--- src/rtl/instr_mem_stim_gen.sv ---
// ---------------------------------------------------------------------------
// instr_mem_stim_gen
//
// Purpose: behavioural-but-synthesizable instruction memory stand-in that
// answers fetch requests with a NOP stream during a flush phase after reset,
// then with pseudo-random LUI/ADDI instructions. Grants can be throttled by
// an LFSR, and responses come back in order after a fixed or random latency.
//
// Ports:
//   clk_i            sole clock, rising edge
//   rst_ni           asynchronous active-low reset
//   instr_req_i      fetch request
//   instr_addr_i     fetch byte address (bits [1:0] ignored)
//   instr_gnt_o      request accepted this cycle
//   instr_rvalid_o   response valid
//   instr_rdata_o    instruction word (0 when no response)
//   instr_err_o      bus error, qualified by instr_rvalid_o
//   phase2_active_o  random-instruction phase active
//   cycle_count_o    saturating cycles since reset release
// ---------------------------------------------------------------------------
module instr_mem_stim_gen #(
  parameter int unsigned FlushCycles    = 100,
  parameter int unsigned MaxOutstanding = 2,
  parameter int unsigned StallMode      = 0,
  parameter int unsigned MaxStall       = 3,
  parameter int unsigned RespLatency    = 1,
  parameter int unsigned LatMode        = 0,
  parameter logic [31:0] Seed           = 32'hACE1_2025,
  parameter logic [31:0] MemBase        = 32'h0000_0000,
  parameter logic [31:0] MemSize        = 32'h0001_0000
) (
  input  logic        clk_i,
  input  logic        rst_ni,
  input  logic        instr_req_i,
  input  logic [31:0] instr_addr_i,
  output logic        instr_gnt_o,
  output logic        instr_rvalid_o,
  output logic [31:0] instr_rdata_o,
  output logic        instr_err_o,
  output logic        phase2_active_o,
  output logic [31:0] cycle_count_o
);

  localparam int unsigned PtrW = (MaxOutstanding > 1) ? $clog2(MaxOutstanding) : 1;
  localparam int unsigned CntW = $clog2(MaxOutstanding + 1);

  localparam logic [PtrW-1:0] PtrLast   = PtrW'(MaxOutstanding - 1);
  localparam logic [CntW-1:0] CntFull   = CntW'(MaxOutstanding);
  localparam logic [31:0]     Taps      = 32'h8020_0003;
  // An all-zero Galois LFSR never leaves zero, so a zero seed is bumped to 1.
  localparam logic [31:0]     SeedEff   = (Seed == 32'h0) ? 32'h1 : Seed;
  localparam logic [31:0]     FlushC    = 32'(FlushCycles);
  localparam logic [3:0]      RespLatC  = 4'(RespLatency);
  localparam logic [7:0]      MaxStallC = 8'(MaxStall);
  // Window bounds in 33 bits so MemBase + MemSize cannot wrap.
  localparam logic [32:0]     WinLo     = {1'b0, MemBase};
  localparam logic [32:0]     WinHi     = {1'b0, MemBase} + {1'b0, MemSize};
  localparam bit              RandStall = (StallMode != 0);
  localparam bit              RandLat   = (LatMode != 0);

  localparam logic [31:0] InstrNop = 32'h0000_0013;

  // free-running state
  logic [31:0] cycle_cnt_q, cycle_cnt_d;
  logic        phase2_q, phase2_d;
  logic [31:0] lfsr_q, lfsr_d;
  logic [7:0]  stall_cnt_q, stall_cnt_d;

  // response queue
  logic [PtrW-1:0] wr_ptr_q, wr_ptr_d;
  logic [PtrW-1:0] rd_ptr_q, rd_ptr_d;
  logic [CntW-1:0] count_q, count_d;

  logic        slot_vld_q  [MaxOutstanding];
  logic        slot_vld_d  [MaxOutstanding];
  logic [31:0] slot_data_q [MaxOutstanding];
  logic [31:0] slot_data_d [MaxOutstanding];
  logic        slot_err_q  [MaxOutstanding];
  logic        slot_err_d  [MaxOutstanding];
  // Remaining cycles until the entry is due; all entries count in parallel
  // from their own grant, so a non-head entry is released at the later of
  // its due cycle and the cycle after the previous response.
  logic [3:0]  slot_rem_q  [MaxOutstanding];
  logic [3:0]  slot_rem_d  [MaxOutstanding];

  logic        full;
  logic        grant_ok;
  logic        gnt;
  logic        accept;
  logic        pop;
  logic [31:0] addr_word;
  logic        in_win;
  logic [31:0] new_data;
  logic        new_err;
  logic [3:0]  new_rem;
  logic        unused_addr_lsb;

  assign unused_addr_lsb = ^instr_addr_i[1:0];
  assign addr_word       = {instr_addr_i[31:2], 2'b00};
  assign in_win          = ({1'b0, addr_word} >= WinLo) && ({1'b0, addr_word} < WinHi);

  // Full compares the registered occupancy only: a pop in the same cycle
  // does not free a slot for a new grant until the next cycle.
  assign full     = (count_q == CntFull);
  assign grant_ok = RandStall ? (lfsr_q[0] || (stall_cnt_q == MaxStallC)) : 1'b1;
  // rst_ni gates the grant so it is forced low combinationally during reset.
  assign gnt      = rst_ni && instr_req_i && !full && grant_ok;
  assign accept   = gnt;
  assign pop      = slot_vld_q[rd_ptr_q] && (slot_rem_q[rd_ptr_q] == 4'd0);

  always_comb begin
    new_err  = !in_win;
    new_data = 32'h0;
    if (in_win) begin
      if (!phase2_q) begin
        new_data = InstrNop;
      end else if (!lfsr_q[1]) begin
        new_data = {lfsr_q[31:12], lfsr_q[11:7], 7'b0110111};
      end else begin
        new_data = {lfsr_q[31:20], lfsr_q[19:15], 3'b000, lfsr_q[11:7], 7'b0010011};
      end
    end
  end

  // Stored value is latency-1: an entry with latency 1 is due the cycle
  // right after its grant.
  always_comb begin
    if (RandLat) begin
      new_rem = lfsr_q[7:4] % RespLatC;
    end else begin
      new_rem = RespLatC - 4'd1;
    end
  end

  always_comb begin
    cycle_cnt_d = (cycle_cnt_q == 32'hFFFF_FFFF) ? cycle_cnt_q : cycle_cnt_q + 32'd1;
    // Compared against the next count so the flag lines up with the count.
    phase2_d    = (cycle_cnt_d >= FlushC);
    lfsr_d      = lfsr_q[0] ? ((lfsr_q >> 1) ^ Taps) : (lfsr_q >> 1);

    stall_cnt_d = stall_cnt_q;
    if (!instr_req_i || accept) begin
      stall_cnt_d = 8'd0;
    end else if (!full && (stall_cnt_q != MaxStallC)) begin
      stall_cnt_d = stall_cnt_q + 8'd1;
    end
  end

  always_comb begin
    wr_ptr_d = wr_ptr_q;
    rd_ptr_d = rd_ptr_q;
    count_d  = count_q;
    if (accept) begin
      wr_ptr_d = (wr_ptr_q == PtrLast) ? '0 : wr_ptr_q + 1'b1;
    end
    if (pop) begin
      rd_ptr_d = (rd_ptr_q == PtrLast) ? '0 : rd_ptr_q + 1'b1;
    end
    if (accept && !pop) begin
      count_d = count_q + 1'b1;
    end else if (!accept && pop) begin
      count_d = count_q - 1'b1;
    end
  end

  always_comb begin
    for (int i = 0; i < MaxOutstanding; i++) begin
      slot_vld_d[i]  = slot_vld_q[i];
      slot_data_d[i] = slot_data_q[i];
      slot_err_d[i]  = slot_err_q[i];
      slot_rem_d[i]  = slot_rem_q[i];
      if (slot_vld_q[i] && (slot_rem_q[i] != 4'd0)) begin
        slot_rem_d[i] = slot_rem_q[i] - 4'd1;
      end
      if (pop && (rd_ptr_q == PtrW'(i))) begin
        slot_vld_d[i] = 1'b0;
      end
      if (accept && (wr_ptr_q == PtrW'(i))) begin
        slot_vld_d[i]  = 1'b1;
        slot_data_d[i] = new_data;
        slot_err_d[i]  = new_err;
        slot_rem_d[i]  = new_rem;
      end
    end
  end

  always_ff @(posedge clk_i or negedge rst_ni) begin
    if (!rst_ni) begin
      cycle_cnt_q <= 32'h0;
      phase2_q    <= 1'b0;
      lfsr_q      <= SeedEff;
      stall_cnt_q <= 8'd0;
      wr_ptr_q    <= '0;
      rd_ptr_q    <= '0;
      count_q     <= '0;
    end else begin
      cycle_cnt_q <= cycle_cnt_d;
      phase2_q    <= phase2_d;
      lfsr_q      <= lfsr_d;
      stall_cnt_q <= stall_cnt_d;
      wr_ptr_q    <= wr_ptr_d;
      rd_ptr_q    <= rd_ptr_d;
      count_q     <= count_d;
    end
  end

  always_ff @(posedge clk_i or negedge rst_ni) begin
    if (!rst_ni) begin
      for (int i = 0; i < MaxOutstanding; i++) begin
        slot_vld_q[i]  <= 1'b0;
        slot_data_q[i] <= 32'h0;
        slot_err_q[i]  <= 1'b0;
        slot_rem_q[i]  <= 4'd0;
      end
    end else begin
      for (int i = 0; i < MaxOutstanding; i++) begin
        slot_vld_q[i]  <= slot_vld_d[i];
        slot_data_q[i] <= slot_data_d[i];
        slot_err_q[i]  <= slot_err_d[i];
        slot_rem_q[i]  <= slot_rem_d[i];
      end
    end
  end

  assign instr_gnt_o     = gnt;
  assign instr_rvalid_o  = pop;
  assign instr_rdata_o   = pop ? slot_data_q[rd_ptr_q] : 32'h0;
  assign instr_err_o     = pop ? slot_err_q[rd_ptr_q] : 1'b0;
  assign phase2_active_o = phase2_q;
  assign cycle_count_o   = cycle_cnt_q;

endmodule

--- config.mk ---
export PLATFORM = sky130hd
export DESIGN_NAME = instr_mem_stim_gen
export DESIGN_NICKNAME = d
export VERILOG_FILES = /design/src/rtl/instr_mem_stim_gen.sv
export SDC_FILE = /design/constraint.sdc
export NUM_CORES = 1
export LEC_CHECK = 0
export CORE_MARGIN = 3
export CORE_UTILIZATION = 57
export DETAILED_ROUTE_END_ITERATION = 12
export PLACE_DENSITY = 0.85
export SLEW_MARGIN = 30
export SYNTH_ARGS = -nofsm -noshare
export SYNTH_HDL_FRONTEND = slang
export SYNTH_SLANG_ARGS = --single-unit
--- constraint.sdc ---
create_clock -name clk_i -period 7 [get_ports clk_i]
set_clock_uncertainty 0.15 [all_clocks]
set_input_delay 1.05 -clock clk_i [delete_from_list [all_inputs] [get_ports clk_i]]
set_output_delay 1.05 -clock clk_i [all_outputs]
set_load 0.05 [all_outputs]
* Yosys cells after proc, flatten, opt, wreduce, memory -nomap -nowiden
Index checks and enable logic that the tools add are counted.
** Operators by class
- Bitwise logic cells :: 4
- Equality and inequality tests :: 2
- Reductions and logical operators :: 23
- Muxes and demuxes :: 31
- Magnitude comparators :: 3
- $add $sub $neg :: 7
** Operators by type and width (number)
- 32-bit 2-to-1 mux :: 8
- 32-bit by 1-bit adder with 32-bit output, second input constant :: 1
- 32-bit == test, second input constant :: 1
- 32-bit by 7-bit greater-or-equal comparator with 1-bit output, second input constant :: 1
- 32-bit by 17-bit < comparator with 1-bit output, second input constant :: 1
- 4-bit 2-to-1 mux :: 7
- 15-bit 2-to-1 mux :: 1
- 1-bit 2-to-1 mux :: 13
- 1-bit logical AND :: 11
- 2-bit nonzero test :: 5
- 4-bit nonzero test :: 2
- 4-bit by 1-bit subtractor with 4-bit output, second input constant :: 2
- 1-bit logical NOT :: 4
- 4-bit logical NOT :: 1
- 2-bit 2-to-1 mux :: 2
- 3-bit inverter with 4-bit output :: 1
- 1-bit adder, second input constant :: 2
- 2-bit by 1-bit adder with 2-bit output, second input constant :: 1
- 2-bit == test, second input constant :: 1
- 2-bit greater-or-equal comparator, second input constant :: 1
- 1-bit inverter :: 2
- 1-bit inverter with 2-bit output :: 1
- 2-bit by 1-bit subtractor with 2-bit output, second input constant :: 1
** Word-level totals
- Bits in registers :: 145
- Bits of input ports :: 35
- Logic and storage cells :: 84

* Longest topological paths before layout
Gate-level depths: netlist of run 1.
- Word-level depth :: 9
- Gate-level depth with buffers :: 11

* Worst setup path after synthesis of run 1
No wires, ideal clock.
- Kind :: reg2out
- Start :: register slot_vld_q[1] (netlist bit)
- End :: output port instr_rdata_o[1]
- Data arrival time :: 2.314 ns
- Slack :: 3.486 ns
- Buffers on the path :: 2
- Cell stages (with the launch flop) :: 7
- Cell sequence :: dfrtp_1 -> inv_1 -> or4_1 -> nor3_1 -> clkbuf_1 -> a22o_1 -> buf_4
** On the way
- Word-level cells in the longest chain between the ends :: 5
** RTL lines
- start: declaration :: RTL line 74 : logic slot_vld_q [MaxOutstanding];
- start signal: indexed assignment :: RTL line 217 : slot_vld_q[i] <= slot_vld_d[i];
- 1-bit 2-to-1 mux (implied by the code) (3 in series) :: RTL line 109 : assign pop = slot_vld_q[rd_ptr_q] && (slot_rem_q[rd_ptr_q] == 4'd0);
- 1-bit logical AND :: RTL line 109
- 32-bit 2-to-1 mux :: RTL line 227 : assign instr_rdata_o = pop ? slot_data_q[rd_ptr_q] : 32'h0;
- end: declaration :: RTL line 38 : output logic [31:0] instr_rdata_o,
Every way passes these cells. The select of a mux whose other input is x is not followed.

* Final worst setup path of run 1
- Start :: register slot_vld_q[1] (netlist bit)
- End :: output port instr_rdata_o[2]
The elaborated chain is that of the path after synthesis.

==> metrics, run 1 <==
Worst Hold Endpoint lfsr_q[5]; Vias/cell 5.90; Max Cap Viol 0; GP Congestion 0.857; Worst R2R Setup Slack 3.36 ns; EDFF count, synth 0; Critical Path Slowest Stage Cell clkdlybuf4s50_1; ys flop type dfrtp_1; number of global-route vias before repair 4599; router iterations before antenna repair 5; Crit Path Class reg -> out; setup bufs post-CTS 0; Slew Limit Headroom 0.440; reg2reg end phase2_active_o; Hold WS 0.199 ns; core area 0.00991 mm²; die area 0.0116 mm²; Final Power 1.97 mW; Arrival @ worst endpoint 3.68 ns; highest-count cells in the layout ignoring fill and taps dfrtp_1, nand2_1, clkdlybuf4s50_1, o21ai_0, nor2_1; total CTS buffers 17; worst-margin pin slew 0.840 ns; H-tree Lvls 4; # resized after CTS 0; via count 4647; worst hold path type reg -> reg; largest net degree at the start of global routing 71; setup total negative slack 0 ns; Post-Syn Area 0.00588 mm²; Final ANT Viol Nets 0; cts hold-fix bufs 0; diode count 0; DP Area 0.00676 mm²; commonest non-fill, non-tap cell in the layout dfrtp_1; Hold Crit Depth 0; final setup violation count 0; clk sinks 135; min Tclk post-route 4.88 ns; Avg Inst Size Synth 10.4 µm²; Slew Viols, Final 0; worst r2r src cycle_count_o[0]; Yosys cell types 52; Synth Register Bits 135; die height 108 µm; Worst Path Max Fanout 20; drt total wl 13700 µm; I/O Pins 103; I/O Buffers 84; Die Span X 108 µm; fin crit share 0.697; pre-CTS WS 2.71 ns; Worst VDD drop 156 µV; unrepaired setup endpoints after global routing no; root cell of the clock tree clkbuf_8; PwrDens 270 mW/mm²; fin area 0.00731 mm²; post-synthesis cell count 567; TritonCTS clock tree built; DR WL/cell 17.4 µm; initial core utilization 0.593; Critical Path Max Stage Delay 0.82 ns; Clk Latency, worst-skew pair 0.53 ns; Leak 3.24 nW; Cell Count, Final, Fillers Out 788; status finished clean; HPWL Detailed 8430 µm; row count 36; Layout area overhead 24.3%; post-route setup slack 2.12 ns; Hold Startpoint lfsr_q[6]; Final Util 0.738; WP data required 5.80 ns; DRC 0; CP endpoint kind primary output; first-pass GRT wire length 22600 µm; Synth Warn # 0; Seq/Total Area, Yosys 0.577; Total Routing Usage GR 0.250; Reg clk slew, reported paths 0.06 ns; final hold viol count 0; Startpoint Class register; DRT iter0 DRCs 356; Nets 681; CTS Buffer Depth 2; initial antenna violation count 0; grt ovf 0; Fmax achieved 205 MHz; critical path cell sequence inv_1, or4_1, nor3_2, buf_4, a22o_1, clkdlybuf4s50_1; ys async rst share 1.00; DP Cell Count 756; FF-to-FF path depth 8; Filler cells 678; layout cells sized above 1 0.0885
[logic make-up (layout without fill, tap and decap cells)]
kind of cell	after synthesis	in the layout	share of synthesized area
mux	1	1	0.00170
compound gates	127	127	0.144
xor+xnor	37	37	0.0551
buf+inv	51	138	0.0400
fa+ha+maj	4	4	0.00851
flops	135	135	0.577
other cells	1	2	0.000638
simple gates	211	211	0.173
[cells in the mapped netlist (8+ instances only)]
| cell | instances | area (µm²) |
|---|---|---|
| dfrtp_1 | 123 | 3080 |
| nand2_1 | 104 | 390 |
| o21ai_0 | 55 | 275 |
| nor2_1 | 31 | 116 |
| a22o_1 | 28 | 245 |
| clkbuf_1 | 24 | 90.1 |
| xnor2_1 | 23 | 201 |
| inv_1 | 16 | 60.1 |
| xor2_1 | 14 | 123 |
| a21oi_1 | 12 | 60.1 |
| dfstp_2 | 12 | 315 |
| nand3_1 | 12 | 60.1 |
| nand4_1 | 10 | 62.6 |
| nor3_1 | 10 | 50.1 |
| and4_1 | 9 | 78.8 |
| nor4_1 | 8 | 50.1 |
[how the worst max path moves through the flow]
stage / slack (ns) / startpoint / end / cells past startpoint
finish: 2.12 / slot_vld_q[1] / instr_rdata_o[2] / 6
global route: 1.91 / slot_vld_q[1] / instr_rdata_o[5] / 6
CTS: 2.11 / slot_vld_q[1] / instr_rdata_o[2] / 6
detailed placement: 2.71 / rst_ni / instr_gnt_o / 4
global placement: 2.76 / slot_vld_q[1] / instr_rdata_o[5] / 6
floorplan: 3.49 / slot_vld_q[1] / instr_rdata_o[1] / 6
[cell type report]
cell class                 instances  area (µm²)  area share
sequential                       135        3390       0.464
multi-input combinational        382        2260       0.309
timing repair buffer              90         883       0.121
clock buffer                      17         414      0.0567
tap                              133         166      0.0228
clock inverter                    15         133      0.0181
inverter                          16        60.1     0.00822
[report_power, final]
| group | internal, mW | switching [mW] |
|---|---|---|
| logic | 0.101 | 0.188 |
| clock network | 0.450 | 0.377 |
| registers | 0.824 | 0.0333 |
[worst max-delay path, delay by kind of cell, from the launching register on]
family / cells / cell delay (ns)
and+or+nand+nor: 2 / 1.23
AOI/OAI and AO/OA: 1 / 0.24
DFF: 1 / 0.38
buffers and inverters: 3 / 1.29
[layer usage]
metal / track usage / routed length, µm / vias up
li1: - / - / 2144
met1: 0.328 / 5660 / 2295
met2: 0.409 / 6960 / 179
met3: 0.0618 / 863 / 29
met4: 0.0839 / 208 / 0
met5: 0 / 0 / -
[state kept, by name (all words and copies together) (netlist names)]
name             flops
wr_ptr_q             1
rd_ptr_q             1
slot_data_q         54
phase2_active_o      1
count_q              2
lfsr_q              32
slot_vld_q           2
cycle_count_o       32
slot_err_q           2
slot_rem_q           8
Note: power is estimated with default switching activity, not from simulation.
==> inputs of run 2 (changes only) <==
Settings changed: CORE_UTILIZATION 57 to 48, PLACE_DENSITY 0.85 to 0.77.
Clock period 7 ns to 4.2 ns, I/O delays scaled along.
==> run 2 against run 1 <==
  * Final cell count up 1.5%
  * Register-to-register slack got worse by 2.7 ns
  * Setup slack worse by 1.6 ns
  * Sequential share of layout area fell by 0.90 points
  * Hold slack got worse by 0.018 ns
  * Clock-buffer cell count increased by 2
  * Via count fell by 3.3%
  * Sequential cell count unchanged
  * Critical endpoint is now instr_rdata_o[7]
==> metrics, run 2 (synthesis results as in run 1) <==
DRT iter0 DRCs 326 (-8.4%); status finished clean; CP endpoint kind primary output; Startpoint Class register; PwrDens 473 mW/mm² (+75%); clock group share of total power 0.455 (+0.036); I/O Buffers 84 (unchanged); layout cells sized above 1 0.0928 (+0.00430); total CTS buffers 17 (unchanged); drt total wl 13300 µm (-3.2%); setup bufs post-CTS 0 (unchanged); Worst Path Max Fanout 17 (-15%); WP data required 3.42 ns (-2.38 ns); clk sinks 135 (unchanged); CTS Buffer Depth 2 (unchanged); min Tclk post-route 3.64 ns; initial antenna violation count 0 (unchanged); Layout area overhead 26.8%; Crit Path Class reg -> out; Final Util 0.637 (-0.101); initial core utilization 0.502 (-0.0913); Total Routing Usage GR 0.211 (-0.0387); DRC 0 (unchanged); DR WL/cell 16.6 µm (-4.6%); Sw Pwr 940 µW (+57%); Int Pwr 2.58 mW (+88%); number of global-route vias before repair 4526 (-1.6%); highest-count cells in the layout ignoring fill and taps dfrtp_1, nand2_1, clkdlybuf4s50_1, o21ai_0, nor2_1; Worst VDD drop 241 µV (+55%); Largest register FFs 54 (unchanged); HPWL Detailed 8710 µm (+3.2%); critical path cell sequence inv_1, or4_1, nor3_2, buf_4, a22o_1, clkdlybuf4s50_1; final hold viol count 0 (unchanged); worst hold path type in -> async; row count 39 (+8.3%); Critical Path Max Stage Delay 0.82 ns (about the same); Leak 3.31 nW (+2.1%); GP Congestion 0.879 (+2.6%); first-pass GRT wire length 22300 µm (-1.2%); Die Span X 117 µm (+8.5%); Slew Viols, Final 0 (unchanged); Max Cap Viol 0 (unchanged); Worst R2R Setup Slack 0.68 ns (-2.68 ns); Reg clk slew, reported paths 0.06 ns (about the same); cts hold-fix bufs 0 (unchanged); Biggest register slot_data_q; Fmax achieved 275 MHz; Arrival @ worst endpoint 2.86 ns (-0.82 ns); diode count 0 (unchanged); die height 117 µm (+8.5%); Slew Limit Headroom 0.497 (+0.0574); root cell of the clock tree clkbuf_16; via count 4495 (-3.3%); final setup violation count 0 (unchanged); grt ovf 0 (unchanged); worst-margin pin slew 0.754 ns (-0.0861 ns); router iterations before antenna repair 4 (-1); Sw Share 0.267 (-0.0365); Nets 683 (+0.29%); Worst Path Buf+Inv 3 (unchanged); TritonCTS clock tree built; commonest non-fill, non-tap cell in the layout dfrtp_1; sequential power share 0.406 (-0.028); Comb power frac 0.140 (-0.007); fin area 0.00745 mm² (+2.0%); cell family with most CP delay buffers and inverters; Critical Path Slowest Stage Cell clkdlybuf4s50_1; die area 0.0136 mm² (+18%); Vias/cell 5.62 (-4.7%); setup total negative slack 0 ns (unchanged); # resized after CTS 0 (unchanged); Final ANT Viol Nets 0 (unchanged); I/O Pins 103 (unchanged); largest net degree at the start of global routing 85 (+20%); core area 0.0117 mm² (+18%); fin crit share 0.867; unrepaired setup endpoints after global routing no; DP Area 0.00681 mm² (+0.65%); Clk Latency, worst-skew pair 0.42 ns (-0.11 ns); H-tree Lvls 4 (unchanged)
==> run 2: changes by cell type in the layout (fill, tap and decap cells not counted), sizes merged <==
| cell | before | now |
|---|---|---|
| clkbuf | 17 | 19 |
| inv | 26 | 20 |
| clkinv | 1 | 3 |
| bufinv | 0 | 4 |
| buf | 7 | 9 |
| clkinvlp | 4 | 2 |
==> run 2: worst reg2reg max path, cell delays in order, from the launching register on <==
cell,delay [ns]
dfrtp_1,0.44
ha_1,0.35
nand4_2,0.18
or4_1,0.75
nor4_1,0.40
xor2_1,0.14
or4_1,0.54
nor4_1,0.31
nand4_1,0.13
==> run 2: power groups by stage <==
stage	logic (mW)	clock network [mW]	registers [mW]
5_1_grt	0.553	1.69	1.44
2_1_floorplan	0.348	0	1.44
6_report	0.492	1.60	1.43
3_5_place_dp	0.495	0	1.45
3_3_place_gp	0.470	0	1.45
4_1_cts	0.496	1.63	1.43
==> run 2: layout make-up <==
class | count | area [µm²]
Multi-Input combinational cell | 382 | 2260
Timing Repair Buffer | 92 | 915
Clock inverter | 13 | 193
Sequential cell | 135 | 3390
Clock buffer | 19 | 453
Inverter | 16 | 60.1
Tap cell | 143 | 179
Fill cell | 935 | 4260
==> run 2: metal layers <==
metal	track usage	vias to the layer above	wire length, µm
met5	0	-	0
met4	0.0665	0	141
met3	0.0544	11	699
met2	0.340	106	6660
met1	0.283	2240	5770
li1	-	2138	-
==> run 2: stage by stage <==
| stage | cells | setup slack (ns) | total power [mW] | hold WS, ns |
|---|---|---|---|---|
| floorplan | 568 | 0.759 | 1.79 | 0.181 |
| global placement | 768 | 0.797 | 1.92 | 0.189 |
| detailed placement | 768 | 0.693 | 1.95 | 0.188 |
| CTS | 800 | 0.531 | 3.55 | 0.200 |
| global route | 800 | 0.394 | 3.68 | 0.219 |
| finish | 800 | 0.559 | 3.52 | 0.180 |
==> run 2: final timing paths <==
| path | end | from | cells after the start |
|---|---|---|---|
| max | instr_rdata_o[7] | slot_vld_q[1] | 6 |
| min in group clk_i | lfsr_q[3] | lfsr_q[4] | 0 |
| min reg2reg | lfsr_q[3] | lfsr_q[4] | 0 |
| max in group asynchronous | cycle_count_o[5] | rst_ni | 3 |
| min | slot_rem_q[2] | rst_ni | 2 |
| max reg2reg | phase2_active_o | cycle_count_o[0] | 8 |
==> inputs of run 3 (changes only) <==
Settings changed: GPL_ROUTABILITY_DRIVEN set to 0, SLEW_MARGIN 30 to 25.
==> run 3 against run 2 <==
  * Sequential cell count unchanged
  * Via count is 2.1% higher
  * Critical path depth unchanged
==> metrics, run 3 (synthesis results as in run 1) <==
Reg clk slew, reported paths 0.06 ns (about the same); diode count 0 (unchanged); crit path from slot_vld_q[1]; Arrival @ worst endpoint 2.89 ns (+0.03 ns); status finished clean; min Tclk post-route 3.67 ns (+0.0246 ns); highest-count cells in the layout ignoring fill and taps dfrtp_1, nand2_1, clkdlybuf4s50_1, o21ai_0, nor2_1; layout cells sized above 1 0.0909 (-0.00194); CTS Buffer Depth 2 (unchanged); drt total wl 13200 µm (-0.46%); Startpoint Class register; critical path cell sequence inv_1, or4_1, nor3_2, buf_4, a22o_1, clkdlybuf4s50_1; I/O Buffers 84 (unchanged); commonest non-fill, non-tap cell in the layout dfrtp_1; Clk Latency, worst-skew pair 0.42 ns (about the same); # resized after CTS 0 (unchanged); die height 117 µm (unchanged); Worst VDD drop 221 µV (-8.4%); setup total negative slack 0 ns (unchanged); Critical Path Max Stage Delay 0.81 ns (about the same); PwrDens 456 mW/mm² (-3.6%); cell family with most CP delay buffers and inverters; Final ANT Viol Nets 0 (unchanged); worst hold path type in -> async; worst-margin pin slew 0.939 ns (+0.185 ns); number of global-route vias before repair 4532 (+0.13%); HPWL Detailed 8630 µm (-0.86%); Final Util 0.631 (-0.00566); Fmax achieved 273 MHz (-0.67%); worst r2r src cycle_count_o[0]; first-pass GRT wire length 22000 µm (-1.3%); H-tree Lvls 4 (unchanged); Crit Path Class reg -> out; initial antenna violation count 0 (unchanged); Layout area overhead 25.7%; DRC 0 (unchanged); Largest register FFs 54 (unchanged); Total Routing Usage GR 0.207 (-0.00484); initial core utilization 0.502 (unchanged); final setup violation count 0 (unchanged); die area 0.0136 mm² (unchanged); WP data required 3.42 ns (about the same); Hold WS 0.191 ns (+0.0108 ns); router iterations before antenna repair 6 (+2); largest net degree at the start of global routing 84 (-1.2%); Vias/cell 5.71 (+1.7%); grt ovf 0 (unchanged); setup bufs post-CTS 0 (unchanged); Slew Viols, Final 0 (unchanged); Die Span X 117 µm (unchanged); cts hold-fix bufs 0 (unchanged); Cell Count, Final, Fillers Out 803 (+0.38%); Max Cap Viol 0 (unchanged); TritonCTS clock tree built; Worst Path Max Fanout 17 (unchanged); root cell of the clock tree clkbuf_16; clk sinks 135 (unchanged); DR WL/cell 16.4 µm (-0.83%); CP endpoint kind primary output; final hold viol count 0 (unchanged); I/O Pins 103 (unchanged); DP Cell Count 771 (+0.39%); unrepaired setup endpoints after global routing no; total CTS buffers 17 (unchanged); Biggest register slot_data_q; Worst Path Buf+Inv 3 (unchanged); Slew Limit Headroom 0.373 (-0.125); core area 0.0117 mm² (unchanged); row count 39 (unchanged); DRT iter0 DRCs 336 (+3.1%); FF-to-FF path depth 8 (unchanged); cell depth of the worst setup path 6 (unchanged); via count 4588 (+2.1%); Nets 686 (+0.44%); Leak 3.29 nW (-0.78%); Critical Path Slowest Stage Cell clkdlybuf4s50_1; fin crit share 0.873 (+0.00585)
[run 3: cell types whose count changed in the layout (fill, tap and decap cells not counted), sizes merged]
cell    delta
clkinv     +1
buf        +3
inv        -1
bufinv     -2
clkbuf     +2
[run 3: per-stage QoR]
stage	instance area, µm²	worst slack [ns]	total power [mW]
2_1_floorplan	5880	0.759	1.79
3_3_place_gp	6810	0.808	1.92
3_5_place_dp	6810	0.734	1.95
4_1_cts	7380	0.535	3.39
5_1_grt	7390	0.421	3.52
6_report	7390	0.535	3.37
[run 3: path summary, 6_finish.rpt]
path                               endpoint  slack [ns]
max                        instr_rdata_o[9]        0.53
min                              count_q[0]        0.19
max reg2reg                 phase2_active_o        0.65
min reg2reg                       lfsr_q[2]        0.20
max in group asynchronous        lfsr_q[12]        2.57
min in group clk_i                lfsr_q[2]        0.20
[run 3: area by class of cell]
type / count / area, µm²
fill: 919 / 4320
sequential: 135 / 3390
multi-input combinational: 382 / 2260
timing repair buffer: 95 / 925
clock buffer: 21 / 450
tap: 143 / 179
clock inverter: 11 / 121
inverter: 16 / 60.1
[run 3: where the power goes]
part           switching [mW]  leakage [nW]  total [mW]  internal, mW
Sequential             0.0556          1.79        1.43          1.37
Combinational           0.318          1.22       0.496         0.178
Clock                   0.551         0.278        1.44         0.889
Total                   0.924          3.29        3.37          2.44
[run 3: layer usage]
| layer | part of all wire | vias up | global-route usage |
|---|---|---|---|
| met5 | 0 | - | 0 |
| met1 | 0.42 | 2250 | 0.260 |
| li1 | - | 2147 | - |
| met3 | 0.066 | 22 | 0.0606 |
| met2 | 0.50 | 169 | 0.341 |
| met4 | 0.016 | 0 | 0.0742 |
[run 3: worst register-to-register path: stages, from the launching register on]
cell and delay, ns:
dfrtp_1 0.44, ha_1 0.34, nand4_2 0.19, or4_1 0.76
nor4_1 0.36, xor2_1 0.15, or4_1 0.54, nor4_1 0.30
nand4_1 0.16
